## config.mk

```make
export PLATFORM = sky130hd
export DESIGN_NAME = hdc_classify_ctrl
export DESIGN_NICKNAME = d
export VERILOG_FILES = /design/src/rtl/hdc_pkg.sv /design/src/rtl/hdc_popcount.sv /design/src/rtl/hdc_classify_ctrl.sv
export SDC_FILE = /design/constraint.sdc
export NUM_CORES = 1
export LEC_CHECK = 0
export ABC_AREA = 1
export ABC_CLOCK_PERIOD_IN_PS = 18410
export CORE_MARGIN = 5
export CORE_UTILIZATION = 60
export DETAILED_ROUTE_END_ITERATION = 8
export DONT_BUFFER_PORTS = 1
export GPL_ROUTABILITY_DRIVEN = 0
export GPL_TIMING_DRIVEN = 0
export HOLD_SLACK_MARGIN = 0.08
export PLACE_DENSITY_LB_ADDON = 0.1
export RECOVER_POWER = 25
export SYNTH_ARGS = -nofsm -noshare
export SYNTH_HDL_FRONTEND = slang
export SYNTH_SLANG_ARGS = --single-unit
```

## constraint.sdc

```tcl
create_clock -name clk -period 18.41 [get_ports clk]
set_clock_uncertainty 0.2 [all_clocks]
set_input_delay 5.523 -clock clk [delete_from_list [all_inputs] [get_ports clk]]
set_output_delay 5.523 -clock clk [all_outputs]
set_load 0.05 [all_outputs]
```

## src/rtl/hdc_pkg.sv

```systemverilog
// Shared constants, state encoding and character tokenizer for the HDC ham/spam classifier sequencer.
package hdc_pkg;

    localparam int DEF_DIM      = 1024;
    localparam int DEF_CHUNK_W  = 64;
    localparam int DEF_NUM_CHAR = 37;
    localparam int DEF_MAX_LEN  = 160;

    localparam int TOK_W = $clog2(DEF_NUM_CHAR);

    localparam logic [TOK_W-1:0] TOK_OTHER      = TOK_W'(0);
    localparam logic [TOK_W-1:0] TOK_DIGIT_BASE = TOK_W'(1);
    localparam logic [TOK_W-1:0] TOK_ALPHA_BASE = TOK_W'(11);

    localparam logic signed [1:0] RES_HAM  = 2'sb01;
    localparam logic signed [1:0] RES_SPAM = 2'sb11;
    localparam logic signed [1:0] RES_TIE  = 2'sb00;

    typedef enum logic [2:0] {
        ST_IDLE     = 3'd0,
        ST_ACCUM    = 3'd1,
        ST_FLUSH    = 3'd2,
        ST_THR_WAIT = 3'd3,
        ST_COMPARE  = 3'd4,
        ST_DRAIN    = 3'd5,
        ST_DONE     = 3'd6
    } state_t;

    // Upper case folds onto lower case before the letter/digit/other split.
    function automatic logic [TOK_W-1:0] tokenize(input logic [7:0] ch);
        logic [7:0] c;
        c = (ch >= 8'h41 && ch <= 8'h5A) ? (ch | 8'h20) : ch;
        if (c >= 8'h61 && c <= 8'h7A) begin
            tokenize = TOK_W'(c - 8'h61) + TOK_ALPHA_BASE;
        end else if (c >= 8'h30 && c <= 8'h39) begin
            tokenize = TOK_W'(c - 8'h30) + TOK_DIGIT_BASE;
        end else begin
            tokenize = TOK_OTHER;
        end
    endfunction

endpackage

```

## src/rtl/hdc_popcount.sv

```systemverilog
// Combinational population count of one compared chunk.
module hdc_popcount #(
    parameter int  W  = 64,
    localparam int OW = $clog2(W + 1)
) (
    input  logic [W-1:0]  din,
    output logic [OW-1:0] cnt
);

    // Ripple sum of all bits; synthesis rebalances into an adder tree.
    always_comb begin
        cnt = '0;
        for (int i = 0; i < W; i++) begin
            cnt = cnt + OW'(din[i]);
        end
    end

endmodule

```

## src/rtl/hdc_classify_ctrl.sv

```systemverilog
// Sequencer: tokenizes and bundles a message, triggers thresholding, then streams
// query/class chunks and reports the Hamming-distance verdict.
module hdc_classify_ctrl
    import hdc_pkg::*;
#(
    parameter int  DIM     = DEF_DIM,
    parameter int  CHUNK_W = DEF_CHUNK_W,
    parameter int  MAX_LEN = DEF_MAX_LEN,
    localparam int N_CHUNK = DIM / CHUNK_W,
    localparam int AW      = $clog2(N_CHUNK),
    localparam int CW      = $clog2(DIM + 1),
    localparam int LW      = $clog2(MAX_LEN + 1),
    localparam int PW      = $clog2(CHUNK_W + 1)
) (
    input  logic                clk,
    input  logic                rst,
    input  logic                s_valid,
    output logic                s_ready,
    input  logic [7:0]          s_char,
    input  logic                s_last,
    output logic [TOK_W-1:0]    im_addr,
    output logic                acc_en,
    output logic                acc_clr,
    output logic [LW-1:0]       n_chars,
    output logic                thr_go,
    input  logic                thr_done,
    output logic                rd_en,
    output logic [AW-1:0]       rd_addr,
    input  logic [CHUNK_W-1:0]  q_word,
    input  logic [CHUNK_W-1:0]  ham_word,
    input  logic [CHUNK_W-1:0]  spam_word,
    output logic                res_valid,
    input  logic                res_ready,
    output logic signed [1:0]   result,
    output logic [CW-1:0]       count_ham,
    output logic [CW-1:0]       count_spam,
    output logic                len_err,
    output logic                busy
);

    state_t            state, state_nxt;
    logic [TOK_W-1:0]  im_addr_nxt;
    logic              acc_en_nxt, acc_clr_nxt, thr_go_nxt, rd_en_nxt, res_valid_nxt, len_err_nxt;
    logic [LW-1:0]     n_chars_nxt;
    logic [AW-1:0]     rd_addr_nxt;
    logic              rd_dv;
    logic [CW-1:0]     count_ham_nxt, count_spam_nxt;
    logic signed [1:0] result_nxt;
    logic [PW-1:0]     pc_ham, pc_spam;
    logic [TOK_W-1:0]  tok;

    hdc_popcount #(.W(CHUNK_W)) u_pc_ham  (.din(q_word ^ ham_word),  .cnt(pc_ham));
    hdc_popcount #(.W(CHUNK_W)) u_pc_spam (.din(q_word ^ spam_word), .cnt(pc_spam));

    function automatic logic signed [1:0] verdict(input logic [CW-1:0] ch, input logic [CW-1:0] cs);
        if (ch < cs) begin
            verdict = RES_HAM;
        end else if (ch > cs) begin
            verdict = RES_SPAM;
        end else begin
            verdict = RES_TIE;
        end
    endfunction

    assign tok     = tokenize(s_char);
    assign s_ready = (state == ST_IDLE) || (state == ST_ACCUM);
    assign busy    = (state != ST_IDLE);

    // Next-state and next-output decode; pulses default low, held values default to current.
    always_comb begin
        state_nxt      = state;
        im_addr_nxt    = im_addr;
        acc_en_nxt     = 1'b0;
        acc_clr_nxt    = 1'b0;
        thr_go_nxt     = 1'b0;
        rd_en_nxt      = 1'b0;
        rd_addr_nxt    = rd_addr;
        n_chars_nxt    = n_chars;
        len_err_nxt    = len_err;
        res_valid_nxt  = res_valid;
        result_nxt     = result;
        // The chunk read in the previous cycle is folded in whenever its data is on the bus.
        count_ham_nxt  = rd_dv ? count_ham  + CW'(pc_ham)  : count_ham;
        count_spam_nxt = rd_dv ? count_spam + CW'(pc_spam) : count_spam;
        case (state)
            ST_IDLE: begin
                if (s_valid) begin
                    acc_en_nxt     = 1'b1;
                    acc_clr_nxt    = 1'b1;
                    im_addr_nxt    = tok;
                    n_chars_nxt    = LW'(1);
                    len_err_nxt    = 1'b0;
                    count_ham_nxt  = '0;
                    count_spam_nxt = '0;
                    state_nxt      = s_last ? ST_FLUSH : ST_ACCUM;
                end else begin
                    state_nxt = ST_IDLE;
                end
            end
            ST_ACCUM: begin
                if (s_valid) begin
                    if (n_chars < LW'(MAX_LEN)) begin
                        acc_en_nxt  = 1'b1;
                        im_addr_nxt = tok;
                        n_chars_nxt = n_chars + LW'(1);
                    end else begin
                        len_err_nxt = 1'b1;
                    end
                    state_nxt = s_last ? ST_FLUSH : ST_ACCUM;
                end else begin
                    state_nxt = ST_ACCUM;
                end
            end
            ST_FLUSH: begin
                thr_go_nxt = 1'b1;
                state_nxt  = ST_THR_WAIT;
            end
            ST_THR_WAIT: begin
                if (thr_done) begin
                    rd_en_nxt   = 1'b1;
                    rd_addr_nxt = '0;
                    state_nxt   = ST_COMPARE;
                end else begin
                    state_nxt = ST_THR_WAIT;
                end
            end
            ST_COMPARE: begin
                if (rd_addr == AW'(N_CHUNK - 1)) begin
                    state_nxt = ST_DRAIN;
                end else begin
                    rd_en_nxt   = 1'b1;
                    rd_addr_nxt = rd_addr + AW'(1);
                end
            end
            ST_DRAIN: begin
                res_valid_nxt = 1'b1;
                result_nxt    = verdict(count_ham_nxt, count_spam_nxt);
                state_nxt     = ST_DONE;
            end
            ST_DONE: begin
                if (res_ready) begin
                    res_valid_nxt = 1'b0;
                    state_nxt     = ST_IDLE;
                end else begin
                    state_nxt = ST_DONE;
                end
            end
            default: begin
                state_nxt = ST_IDLE;
            end
        endcase
    end

    // State and registered outputs; reset drops every pulse immediately.
    always_ff @(posedge clk) begin
        if (rst) begin
            state      <= ST_IDLE;
            im_addr    <= '0;
            acc_en     <= 1'b0;
            acc_clr    <= 1'b0;
            thr_go     <= 1'b0;
            rd_en      <= 1'b0;
            rd_addr    <= '0;
            rd_dv      <= 1'b0;
            n_chars    <= '0;
            len_err    <= 1'b0;
            res_valid  <= 1'b0;
            result     <= RES_TIE;
            count_ham  <= '0;
            count_spam <= '0;
        end else begin
            state      <= state_nxt;
            im_addr    <= im_addr_nxt;
            acc_en     <= acc_en_nxt;
            acc_clr    <= acc_clr_nxt;
            thr_go     <= thr_go_nxt;
            rd_en      <= rd_en_nxt;
            rd_addr    <= rd_addr_nxt;
            rd_dv      <= rd_en;
            n_chars    <= n_chars_nxt;
            len_err    <= len_err_nxt;
            res_valid  <= res_valid_nxt;
            result     <= result_nxt;
            count_ham  <= count_ham_nxt;
            count_spam <= count_spam_nxt;
        end
    end

endmodule

```

### Word level (Yosys, flattened, before mapping)

Cells that the tools add are included.

| storage, ports and cells | value |
|---|---|
| flip-flop bits (word level) | 52 |
| input port bits | 206 |
| output and inout bits | 50 |
| logic and storage cells | 232 |

| cells by class | value |
|---|---|
| add/subtract/negate cells | 134 |
| $lt $le $gt $ge | 9 |
| eq/ne operators | 15 |
| mux-type cells | 43 |
| bitwise logic cells | 3 |
| reduce and logical (&&, ||, !) cells | 14 |

Operators with widths:

| kind | count |
|---|---|
| $add A7 B1 Y7 | 124 |
| $xor A64 B64 Y64 | 2 |
| $mux W11 | 6 |
| $mux W6 | 6 |
| $mux W8 | 3 |
| $add A11 B7 Y11 | 2 |
| $pmux W3 S7 | 1 |
| $ge A8 B7 Y1 const B | 2 |
| $le A8 B7 Y1 const B | 2 |
| $pmux W8 S2 | 1 |
| $ne A2 B2 Y1 const B | 7 |
| $pmux W6 S2 | 1 |
| $sub A6 B6 Y6 const B | 2 |
| $gt A11 B11 Y1 | 1 |
| $lt A11 B11 Y1 | 1 |
| $mux W1 | 10 |
| $mux W2 | 5 |
| $eq A3 B3 Y1 const B | 3 |
| $mux W3 | 3 |
| $add A8 B1 Y8 const B | 1 |
| $ge A8 B6 Y1 const B | 1 |
| $le A8 B6 Y1 const B | 1 |
| $lt A8 B8 Y1 const B | 1 |
| $mux W4 | 2 |
| other kinds (20) | 30 |

### Logic depth before layout (Yosys ltp)

| depth | value |
|---|---|
| word-level depth | 69 |
| mapped depth | 37 |
| mapped depth without buffers | 37 |

### Modules after synthesis

A second synthesis with hierarchy kept.

| unflattened totals | value |
|---|---|
| cell total of the unflattened synthesis | 1048 |
| area, all modules | 8270.4 µm² |

By module, submodules not included:

| module | instances | cells an instance | area each (µm²) | seq. area each (µm²) |
|---|---|---|---|---|
| hdc_classify_ctrl | 1 | 653 | 4655.7 | 1041.0 |
| hdc_popcount (u_pc_spam) | 1 | 199 | 1816.7 | 0.0 |
| hdc_popcount (u_pc_ham) | 1 | 196 | 1798.0 | 0.0 |

### Least setup slack after synthesis

No wires, ideal clock.

| path | value |
|---|---|
| kind | in2reg |
| start point | input port ham_word[0] |
| end point | register result[1] |
| setup time | 0.115 ns |
| arrival | 13.193 ns |
| required time | 18.095 ns |
| slack | 4.902 ns |
| stages on the path | 32 |
| buffers on the path | 0 |
| cells stage by stage | xor2_1 > ha_1 > fa_1 > fa_1 > fa_1 > fa_1 > fa_1 > fa_1 > inv_1 > fa_1 > fa_1 > fa_1 > fa_1 > nand3b_1 > and2_1 > inv_1 > a21oi_1 > o21bai_1 > ha_1 > nand2_1 > inv_1 > a21oi_1 > a21oi_1 > xor2_1 > ha_1 > nand4_1 > nor3_1 > nand4_1 > nor2_1 > nor2_1 > nand2_2 > a21oi_2 |

| between the ends | value |
|---|---|
| cells in the longest elaborated chain, start to end | 69 |
| elaborated cells on any way between the ends | 70 |
| those cells by class | add/sub (64); order compare (2); mux (3); bitwise (1) |

RTL lines:

| element | RTL line | RTL |
|---|---|---|
| from (decl) | hdc_classify_ctrl.sv:30 | `input logic [CHUNK_W-1:0] ham_word,` |
| $xor A64 B64 Y64 (*) | hdc_classify_ctrl.sv:52 | `hdc_popcount #(.W(CHUNK_W)) u_pc_ham (.din(q_word ^ ham_word), .cnt(pc_ham));` |
| $add A1 B1 Y2 (*) | hdc_popcount.sv:14 | `cnt = cnt + OW'(din[i]);` |
| $add A7 B1 Y7 (*) (62 in a row) | hdc_popcount.sv:14 |  |
| $add A11 B7 Y11 (*) | hdc_classify_ctrl.sv:83 | `count_ham_nxt = rd_dv ? count_ham + CW'(pc_ham) : count_ham;` |
| $mux W11 (*) | hdc_classify_ctrl.sv:83 |  |
| $gt A11 B11 Y1 | hdc_classify_ctrl.sv:58 | `end else if (ch > cs) begin` |
| $mux W2 | hdc_classify_ctrl.sv:58 |  |
| $mux W2 (*) | hdc_classify_ctrl.sv:56 | `if (ch < cs) begin` |
| to (signal assigned) | hdc_classify_ctrl.sv:183 | `result <= result_nxt;` |
| to (decl) | hdc_classify_ctrl.sv:34 | `output logic signed [1:0] result,` |

Every way passes the cells marked *; elsewhere a longest branch is shown, timed or not.
A chain may end at the register's enable or synchronous reset.

### Final worst setup path

| path | value |
|---|---|
| start point | input port q_word[0] |
| end point | register result[1] |

| between the ends | value |
|---|---|
| cells in the longest elaborated chain, start to end | 69 |
| elaborated cells on any way between the ends | 136 |
| those cells by class | add/sub (128); order compare (2); mux (4); bitwise (2) |

RTL lines:

| element | RTL line | RTL |
|---|---|---|
| from (decl) | hdc_classify_ctrl.sv:29 | `input logic [CHUNK_W-1:0] q_word,` |
| $xor A64 B64 Y64 (on tied branches) | hdc_classify_ctrl.sv:52, hdc_classify_ctrl.sv:53 |  |
| $add A1 B1 Y2 | hdc_popcount.sv:14 |  |
| $add A7 B1 Y7 (62 in a row) | hdc_popcount.sv:14 |  |
| $add A11 B7 Y11 (on tied branches) | hdc_classify_ctrl.sv:83, hdc_classify_ctrl.sv:84 |  |
| $mux W11 (on tied branches) | hdc_classify_ctrl.sv:83, hdc_classify_ctrl.sv:84 |  |
| $gt A11 B11 Y1 | hdc_classify_ctrl.sv:58 |  |
| $mux W2 | hdc_classify_ctrl.sv:58 |  |
| $mux W2 (*) | hdc_classify_ctrl.sv:56 |  |

Marked as above.

==> impl_metrics.xml <==
<?xml version="1.0" encoding="UTF-8"?>
<metrics>
  <group name="run_status">
    <metric name="status" unit="">finished clean</metric>
  </group>
  <group name="cts">
    <metric name="clkTransAtPathRegs" unit="ns">0.08</metric>
    <metric name="cts_setup_buffers" unit="">0</metric>
    <metric name="insertion_delay" unit="ns">0.29</metric>
    <metric name="clock_sinks" unit="">52</metric>
    <metric name="ctsHoldBuffers" unit="">0</metric>
    <metric name="cts.htree.levels" unit="">2</metric>
    <metric name="cts_resized" unit="">0</metric>
    <metric name="cts_made_buffers" unit="">5</metric>
    <metric name="cts_tree" unit="">built</metric>
    <metric name="clock_path_buffers" unit="">2</metric>
    <metric name="cts.root.buffer_cell" unit="">sky130_fd_sc_hd__clkbuf_16</metric>
  </group>
  <group name="synth">
    <metric name="synth_top_cell_by_area" unit="">sky130_fd_sc_hd__fa_1</metric>
    <metric name="synth_sequential_area_ratio" unit="">0.135</metric>
    <metric name="postSynthCellCount" unit="">914</metric>
    <metric name="synthesis.area_per_instance" unit="µm²">8.45</metric>
    <metric name="synth_largest_type_area_fraction" unit="">0.285</metric>
    <metric name="synth_warnings" unit="">0</metric>
    <metric name="synth_fp_nets" unit="">1294</metric>
    <metric name="synth_top_area_cells" unit="">sky130_fd_sc_hd__fa_1 29%, sky130_fd_sc_hd__dfxtp_1 13%, sky130_fd_sc_hd__ha_1 10%</metric>
    <metric name="synth.cell_area" unit="µm²">7720</metric>
    <metric name="post_synth_num_cell_types" unit="">42</metric>
    <metric name="synth-seq-cells" unit="">52</metric>
  </group>
  <group name="timing">
    <metric name="rsz0062_at_grt" unit="">no</metric>
    <metric name="worst_hold_slack" unit="ns">0.353</metric>
    <metric name="fmax" unit="MHz">71.4</metric>
    <metric name="final.period_utilization" unit="">0.761</metric>
    <metric name="relative_slew_slack" unit="">0.542</metric>
    <metric name="setup-violations-final" unit="">0</metric>
    <metric name="actual_transition_at_the_worst_max_transition_pin" unit="ns">0.686</metric>
    <metric name="final_max_slew_viol_count" unit="">0</metric>
    <metric name="fin_tns_setup" unit="ns">0</metric>
    <metric name="hold_viol_final" unit="">0</metric>
    <metric name="final.min_clock_period" unit="ns">14.01</metric>
  </group>
  <group name="setup_path">
    <metric name="worstPathArrival" unit="ns">13.98</metric>
    <metric name="crit_fanout" unit="">5</metric>
    <metric name="startpoint_type_of_the_worst_setup_path" unit="">input pin</metric>
    <metric name="timing.reg2reg.setup_slack" unit="ns">15.16</metric>
    <metric name="critical_path.max_stage_delay" unit="ns">0.55</metric>
    <metric name="path_buf_inv" unit="">3</metric>
    <metric name="cp_top_family" unit="">adder cells</metric>
    <metric name="cp_data_required_time" unit="ns">18.38</metric>
    <metric name="critical_path_s_slowest_cell" unit="">sky130_fd_sc_hd__fa_1</metric>
    <metric name="regToRegStartpoint" unit="">count_ham[0]</metric>
    <metric name="crit-reg2reg-capture" unit="">result[1]</metric>
    <metric name="critical_path_capture_point_type" unit="">register</metric>
    <metric name="reg2reg_depth" unit="">16</metric>
    <metric name="crit_type" unit="">in -&gt; reg</metric>
    <metric name="crit_top_cell" unit="">sky130_fd_sc_hd__fa_1</metric>
  </group>
  <group name="floorplanning">
    <metric name="die_w" unit="µm">123</metric>
    <metric name="die_h" unit="µm">123</metric>
    <metric name="top_level_ports" unit="">256</metric>
    <metric name="die_area" unit="µm²">15200</metric>
    <metric name="core-area" unit="µm²">12600</metric>
    <metric name="std_cell_rows" unit="">41</metric>
    <metric name="start_util" unit="">0.612</metric>
  </group>
  <group name="min_path">
    <metric name="worstHoldPathType" unit="">reg -&gt; reg</metric>
    <metric name="holdPathStages" unit="">1</metric>
    <metric name="worstHoldStart" unit="">state[0]</metric>
    <metric name="timing.hold.worst_endpoint" unit="">thr_go</metric>
  </group>
  <group name="layout">
    <metric name="nNetsFinal" unit="">1301</metric>
    <metric name="layout.cells.non_filler" unit="">1094</metric>
    <metric name="area_delta_synth_final" unit="%">4.67</metric>
    <metric name="final_layout_size_suffix_gt1_frac" unit="">0.0510</metric>
    <metric name="antenna-diode-count" unit="">0</metric>
  </group>
  <group name="global_routing">
    <metric name="grt_start_max_net_pins" unit="">20</metric>
    <metric name="grt_pass1_wl" unit="mm">27.2</metric>
    <metric name="grt_use_total" unit="">0.222</metric>
    <metric name="grt_pass1_vias" unit="">6082</metric>
    <metric name="grt_antenna_before_repair" unit="">0</metric>
    <metric name="grt_overflow_total" unit="">0</metric>
  </group>
  <group name="detailed_routing">
    <metric name="detailroute.via_count" unit="">5651</metric>
    <metric name="drcViolationCount" unit="">0</metric>
    <metric name="detailedRoute.firstIterationViolations" unit="">205</metric>
    <metric name="vias_per_cell" unit="">5.17</metric>
    <metric name="drt.antenna.violating_nets" unit="">0</metric>
    <metric name="routed_wirelength" unit="mm">17.1</metric>
    <metric name="length_of_the_first_detailed_routing_pass_in_iterations" unit="">5</metric>
    <metric name="route.detailed.wl_per_inst" unit="µm">15.7</metric>
  </group>
  <group name="placement">
    <metric name="post-dp-hpwl" unit="mm">15.8</metric>
    <metric name="dpl.cell_count" unit="">1086</metric>
    <metric name="count_of_input_and_output_buffers" unit="">0</metric>
  </group>
  <group name="run">
    <metric name="maxCapViolations" unit="">0</metric>
  </group>
</metrics>
==> per-layer routing <==
layer | track usage | routed length, µm
met1 | 0.267 | 6550
met2 | 0.409 | 9110
met4 | 0.0353 | 179
met3 | 0.0512 | 1290
met5 | 0 | 0
==> through the flow <==
step / instance area [µm²] / util / setup WS, ns
after floorplan: 7720 / - / 4.90
after global placement: 7940 / 0.629 / 4.17
after detailed placement: 7940 / 0.629 / 4.05
after CTS: 8090 / 0.641 / 4.34
after global routing: 8080 / 0.641 / 3.95
final: 8080 / 0.641 / 4.40
==> worst max-delay path by stage <==
stage,from,endpoint,slack (ns),cells past startpoint
after CTS,q_word[0],result[1],4.34,33
after floorplan,ham_word[0],result[1],4.90,32
final,q_word[0],result[1],4.40,33
after global placement,q_word[0],result[1],4.17,33
after detailed placement,q_word[0],result[0],4.05,31
after global routing,ham_word[0],result[1],3.95,32
==> placed cells by master (no fill, tap or decap), types with 5 or more instances in the layout <==
| cell type | count |
|---|---|
| sky130_fd_sc_hd__nand3_1 | 27 |
| sky130_fd_sc_hd__a21oi_1 | 38 |
| sky130_fd_sc_hd__nand2_1 | 122 |
| sky130_fd_sc_hd__dfxtp_1 | 52 |
| sky130_fd_sc_hd__xnor2_1 | 75 |
| sky130_fd_sc_hd__nor2_1 | 71 |
| sky130_fd_sc_hd__nand2_2 | 15 |
| sky130_fd_sc_hd__nor3_1 | 13 |
| sky130_fd_sc_hd__xor2_1 | 71 |
| sky130_fd_sc_hd__fa_1 | 110 |
| sky130_fd_sc_hd__inv_1 | 170 |
| sky130_fd_sc_hd__clkbuf_16 | 5 |
| sky130_fd_sc_hd__inv_2 | 7 |
| sky130_fd_sc_hd__o21ai_0 | 22 |
| sky130_fd_sc_hd__ha_1 | 64 |
==> kinds of logic after synthesis <==
group / Yosys count / synth area share
buffers and inverters: 186 / 0.0938
XOR/XNOR: 146 / 0.166
AO/OA/AOI/OAI: 81 / 0.0591
multiplexers: 2 / 0.00259
AND/OR/NAND/NOR: 273 / 0.155
flip-flops: 52 / 0.135
adder cells (fa/ha/maj): 174 / 0.389
==> Yosys cell counts (all sizes together) <==
library cell and number:
o31ai 1, o211ai 1, o21ai 22, xnor2 75, or2 3, mux2i 2
nor3 16, nand2 137, o2111ai 1, nor4 2, inv 177, clkinv 1
a21oi 41, xor2 71, clkbuf 2, fa 110, buf 5, a21boi 1
o21a 1, dfxtp 52, ha 64, nand4 4, clkdlybuf4s50 1, nand3 28
and2 2, a211oi 2, o22ai 1, o21bai 4, nor2 75, a21o 2
nor3b 2, a31oi 4, nand3b 4
==> flip-flops by register name, summed over array words and instances, names as in the netlist, 2 cells and up <==
register and count:
state 3, n_chars 8, rd_addr 4, count_ham 11
count_spam 11, result 2, im_addr 6
==> layout make-up <==
| cell class | instances | area (µm²) |
|---|---|---|
| inverters | 178 | 668 |
| clock buffers | 5 | 125 |
| fillers | 1111 | 4540 |
| plain buffers | 8 | 47.5 |
| flip-flops and latches | 52 | 1040 |
| clock inverters | 3 | 28.8 |
| multi-input cells | 676 | 5960 |
| well taps | 172 | 215 |
Power is left out: the tool's default activity adds up to more than one toggle a clock period on the data nets, which glitch-free logic cannot reach.
